$ cat src/rtl/pingpong_blk_collect.sv
// -----------------------------------------------------------------------------
// pingpong_blk_collect
//
// Collects the sub-block stream coming out of the pipelined 16:1 sub-block mux
// into one of two ping-pong banks. Each bank holds NUM_SUB entries plus a
// take-mask. A completed bank (closed by in_last) is offered downstream as one
// packed word through a valid/ready handshake. The bank currently being filled
// is exported as the turn signal for the mux stage.
//
// Ports:
//   clk, reset     clock; asynchronous active-high reset
//   in_valid       beat present, aligned with the mux output
//   in_idx         sub-block index of the beat
//   in_last        final beat of the frame (closes the bank)
//   subblki        sub-block data from the mux
//   takeblki       beat is to be stored
//   wr_bank_o      bank currently being written (turn signal)
//   in_ready_o     advisory: target bank is free and no frame is being dropped
//   out_valid      a completed bank is available
//   out_ready      consumer accepts the bank
//   out_data       packed bank; entry i at [i*DATA_W +: DATA_W]
//   out_mask       bit i set when entry i was taken
//   overflow_o     sticky flag: at least one beat was dropped
//
// Optional feature (macro PINGPONG_STATS_EN):
//   frame_cnt_o    count of accepted frame-closing beats (wraps)
//   drop_cnt_o     count of dropped beats (wraps)
// -----------------------------------------------------------------------------
module pingpong_blk_collect #(
   parameter int DATA_W  = 8,
   parameter int NUM_SUB = 16,
   parameter int IDX_W   = 4
) (
   input  logic                        clk,
   input  logic                        reset,
   input  logic                        in_valid,
   input  logic [IDX_W-1:0]            in_idx,
   input  logic                        in_last,
   input  logic [DATA_W-1:0]           subblki,
   input  logic                        takeblki,
   output logic                        wr_bank_o,
   output logic                        in_ready_o,
   output logic                        out_valid,
   input  logic                        out_ready,
   output logic [DATA_W*NUM_SUB-1:0]   out_data,
   output logic [NUM_SUB-1:0]          out_mask,
   output logic                        overflow_o
`ifdef PINGPONG_STATS_EN
   ,
   output logic [15:0]                 frame_cnt_o,
   output logic [15:0]                 drop_cnt_o
`endif
);

   logic [DATA_W-1:0]  bank_data [2][NUM_SUB];
   logic [NUM_SUB-1:0] bank_mask [2];
   logic [1:0]         full;
   logic               wr_bank;
   logic               rd_bank;
   logic               drop_frame;
   logic               overflow;

   logic               wr_accept;
   logic               wr_drop;
   logic               rd_fire;

   // A beat is only taken into a free bank and never while the rest of an
   // overflowed frame is being discarded; this keeps frames whole.
   assign wr_accept = in_valid & ~full[wr_bank] & ~drop_frame;
   assign wr_drop   = in_valid & ~wr_accept;
   assign rd_fire   = full[rd_bank] & out_ready;

   assign wr_bank_o  = wr_bank;
   assign in_ready_o = ~full[wr_bank] & ~drop_frame;
   assign out_valid  = full[rd_bank];
   assign out_mask   = bank_mask[rd_bank];
   assign overflow_o = overflow;

   always_comb begin
      out_data = '0;
      for (int i = 0; i < NUM_SUB; i++) begin
         out_data[i*DATA_W +: DATA_W] = bank_data[rd_bank][i];
      end
   end

   // Read and write never target the same bank in one edge: a write needs
   // full=0 on its bank and a read needs full=1 on its bank. A bank freed on
   // this edge therefore cannot be written until the next one.
   always_ff @(posedge clk or posedge reset) begin
      if (reset) begin
         for (int b = 0; b < 2; b++) begin
            bank_mask[b] <= '0;
            for (int i = 0; i < NUM_SUB; i++) begin
               bank_data[b][i] <= '0;
            end
         end
         full       <= 2'b00;
         wr_bank    <= 1'b0;
         rd_bank    <= 1'b0;
         drop_frame <= 1'b0;
         overflow   <= 1'b0;
      end else begin
         if (rd_fire) begin
            // Clearing on release makes untaken entries of the next frame read 0.
            full[rd_bank]      <= 1'b0;
            bank_mask[rd_bank] <= '0;
            for (int i = 0; i < NUM_SUB; i++) begin
               bank_data[rd_bank][i] <= '0;
            end
            rd_bank <= ~rd_bank;
         end

         if (wr_accept) begin
            if (takeblki) begin
               bank_data[wr_bank][in_idx] <= subblki;
               bank_mask[wr_bank][in_idx] <= 1'b1;
            end
            if (in_last) begin
               full[wr_bank] <= 1'b1;
               wr_bank       <= ~wr_bank;
            end
         end else if (wr_drop) begin
            // Stay in drop mode until the frame's last beat has gone by.
            overflow   <= 1'b1;
            drop_frame <= ~in_last;
         end
      end
   end

`ifdef PINGPONG_STATS_EN
   always_ff @(posedge clk or posedge reset) begin
      if (reset) begin
         frame_cnt_o <= 16'd0;
         drop_cnt_o  <= 16'd0;
      end else begin
         if (wr_accept && in_last) begin
            frame_cnt_o <= frame_cnt_o + 16'd1;
         end
         if (wr_drop) begin
            drop_cnt_o <= drop_cnt_o + 16'd1;
         end
      end
   end
`endif

endmodule
$ cat config.mk
export PLATFORM = sky130hd
export DESIGN_NAME = pingpong_blk_collect
export DESIGN_NICKNAME = d
export VERILOG_FILES = /design/src/rtl/pingpong_blk_collect.sv
export SDC_FILE = /design/constraint.sdc
export NUM_CORES = 1
export LEC_CHECK = 0
export CAP_MARGIN = 20
export CORE_MARGIN = 3
export CORE_UTILIZATION = 50
export CTS_CLUSTER_SIZE = 16
export DETAILED_ROUTE_END_ITERATION = 8
export PLACE_DENSITY_LB_ADDON = 0.25
export SYNTH_ARGS = -nofsm -noshare
export SYNTH_HDL_FRONTEND = slang
export SYNTH_SLANG_ARGS = --single-unit
$ cat constraint.sdc
create_clock -name clk -period 9.5 [get_ports clk]
set_input_delay 1.9 -clock clk [delete_from_list [all_inputs] [get_ports clk]]
set_output_delay 1.9 -clock clk [all_outputs]
set_load 0.1 [all_outputs]
==> impl_metrics.yaml <==
power:
  powerDensity_nw_per_um2: 245
  peakVddDrop_mv: 0.159
  leakagePower_nw: 8.95
timing:
  tightest_slew_ps: 1100
  finalHoldViolCount: 0
  finalSetupTns_ps: 0
  setup_viol: 0
  clock_skew_ps: 6.61
  relSlewSlack: 0.268
  rsz0062_at_grt: "no"
  finalCritPeriodShare: 0.633
  fin_crit_ps: 6010
  clock.fmax_ghz: 0.166
  finalMaxSlewViolations: 0
worst_setup_path:
  rr_endpoint: "bank_data[104]"
  reg2reg_setup_slack_ps: 5940
  path_buf_inv: 2
  worst-setup-path-type: "flop to output pin"
  slowest_delay_ps: 1150
  cp.arrival_ps: 4110
  crit_family: "buffers and inverters"
  end_kind: "output pin"
  critical_path_cell_count: 3
  crit_end: "out_data[2]"
  critPathSlowestCell: "clkdlybuf4s50_1"
  crit_required_ps: 7600
  worstPathCellList: "buf_4, mux2_2, clkdlybuf4s50_1"
  r2r_start: "rd_bank"
  worstSetupStartpoint: "rd_bank"
  worst-path-max-fanout: 81
  r2r_cells: 6
  crit_path_start_kind: "flop"
logic_synthesis:
  synth-seq-cells: 294
  synthArstFlopShare: 1.00
  synth_edf_count: 0
  synth_ff_type: "dfrtp_1"
  synth.avg_cell_area_um2: 11.6
  syn_area_um2: 13800
  syn_inst: 1191
  yosysSeqAreaShare: 0.534
  synth_warnings: 0
  ys_types: 28
  syn_nets: 1209
placed_design:
  hpwlAfterDp_um: 20100
  portBuffers: 165
  gp_congestion: 0.734
  place_area_um2: 15400
  numPlacedInstances: 1602
clock_network:
  numCtsBuffers: 31
  cts_root_buffer: "clkbuf_16"
  clock_sinks: 294
  path_clk_slew_ps: 60
  clk_latency_ps: 540
  htreeDepth: 1
  cts_tree: "yes"
  clock_path_buffers: 3
  ctsHoldBuffers: 0
  cts_resized: 0
  cts_setup_buffers: 0
final_layout:
  final_cells: 1659
  final_area_um2: 16500
  area_delta_synth_final_pct: 19.6
  fin_nets: 1313
  drive_gt1_frac: 0.168
die:
  design.core.area_um2: 27000
  rows: 60
  start_util: 0.509
  fp.dieH_um: 172
  io_pins: 166
  die_w_um: 172
  die_area_um2: 29600
grt:
  antenna_found_initial: 0
  grt_pass1_vias: 9245
  overflow: 0
  grt_pass1_wl_um: 53200
  grt_usage: 0.227
  grt_max_degree: 171
route:
  via_per_inst: 5.44
  wl_um: 33700
  wl_per_cell_um: 20.3
  first_pass_iters: 5
  drc: 0
  vias: 9024
  drt_iter0_markers: 724
  antenna_left: 0
min_path:
  hp-class: "flop to flop"
run_status:
  status: "finished clean"
flow_run:
  drv_cap: 0
area by class of cell:
cell class / instances / area [um2]
clock buffer: 45 / 908
clock inverter: 10 / 103
sequential: 294 / 7360
tap: 341 / 427
timing repair buffer: 182 / 1810
antenna: 1 / 2.50
fill: 2177 / 10600
inverter: 9 / 37.5
multi-input combinational: 777 / 5820
worst min-delay path by stage:
stage / depth (start not counted) / endpoint / slack (ps) / from
finish: 2 / bank_mask[16] / 470 / bank_mask[16]
global route: 2 / bank_mask[12] / 500 / bank_mask[12]
CTS: 2 / bank_mask[12] / 470 / bank_mask[12]
detailed placement: 2 / bank_mask[12] / 460 / bank_mask[12]
global placement: 2 / bank_mask[9] / 450 / bank_mask[9]
floorplan: 2 / bank_mask[1] / 440 / bank_mask[1]
cells in the mapped netlist, types with 2 or more instances:
| cell type | count | area share |
|---|---|---|
| inv_1 | 9 | 0.0025 |
| nand3b_1 | 2 | 0.0011 |
| nand2b_1 | 3 | 0.0014 |
| buf_4 | 7 | 0.0038 |
| buf_2 | 31 | 0.011 |
| nand3_2 | 4 | 0.0029 |
| nand3_1 | 21 | 0.0076 |
| a21o_1 | 6 | 0.0033 |
| dfrtp_1 | 294 | 0.53 |
| nor2b_1 | 3 | 0.0014 |
| clkbuf_1 | 61 | 0.017 |
| mux2i_1 | 256 | 0.19 |
| buf_6 | 12 | 0.0098 |
| nand4_1 | 2 | 0.00091 |
| and4_1 | 3 | 0.0019 |
| o21ai_0 | 3 | 0.0011 |
| nand2_1 | 315 | 0.086 |
| and3b_1 | 5 | 0.0032 |
| mux2_2 | 145 | 0.12 |
tightest hold or removal path, delay by kind of cell, from the launching register on:
| family | cells | cell delay [ps] |
|---|---|---|
| DFF | 1 | 330 |
| and+or+nand+nor | 2 | 100 |
flip-flops by register name, indices dropped and copies added (netlist names):
name / count
bank_data: 256
full: 2
overflow_o: 1
drop_frame: 1
rd_bank: 1
bank_mask: 32
wr_bank_o: 1
per-stage QoR:
| step | power [mW] | hold slack, ps | util | setup slack, ps |
|---|---|---|---|---|
| floorplan | 2.56 | 441 | - | 3700 |
| global placement | 2.85 | 452 | 0.571 | 3980 |
| detailed placement | 2.86 | 458 | 0.571 | 4000 |
| CTS | 4.07 | 474 | 0.608 | 3400 |
| global route | 4.20 | 496 | 0.609 | 3350 |
| finish | 4.04 | 471 | 0.609 | 3490 |
placed cells by master (no fill, tap or decap), types with 3 or more instances in the layout:
| master | count |
|---|---|
| nand2_1 | 315 |
| a21o_1 | 6 |
| o21ai_0 | 3 |
| dfrtp_1 | 293 |
| nand3_2 | 4 |
| clkinv_2 | 7 |
| clkbuf_8 | 8 |
| nand3_1 | 20 |
| clkbuf_1 | 6 |
| buf_4 | 15 |
| mux2i_1 | 256 |
| and3b_1 | 5 |
| clkdlybuf4s50_1 | 165 |
| clkbuf_16 | 31 |
| nor2b_1 | 3 |
| mux2_2 | 145 |
| and4_1 | 3 |
| inv_1 | 8 |
| nand2b_1 | 3 |
kinds of logic (layout without fill, tap and decap cells):
kind of cell,count (synthesis),count (layout),share of synthesized area
AND/OR/NAND/NOR,366,366,0.112
buffers and inverters,120,246,0.0440
AO/OA/AOI/OAI,10,10,0.00491
flip-flops,294,294,0.534
other,0,1,0
multiplexers,401,401,0.305
layer usage:
layer	up-vias	wire, um	share of wire	GRT usage
met4	0	634	0.019	0.0500
met1	4604	15200	0.45	0.327
li1	4202	-	-	-
met5	-	0	0	0
met2	178	16700	0.49	0.376
met3	40	1170	0.035	0.0251
where the power goes:
| group | total (mW) | switching, mW | internal (mW) |
|---|---|---|---|
| clock | 1.20 | 0.492 | 0.711 |
| combinational | 1.32 | 0.949 | 0.371 |
| sequential | 1.52 | 0.141 | 1.38 |
| total | 4.04 | 1.58 | 2.46 |
Power figures use the tool's default switching activity.
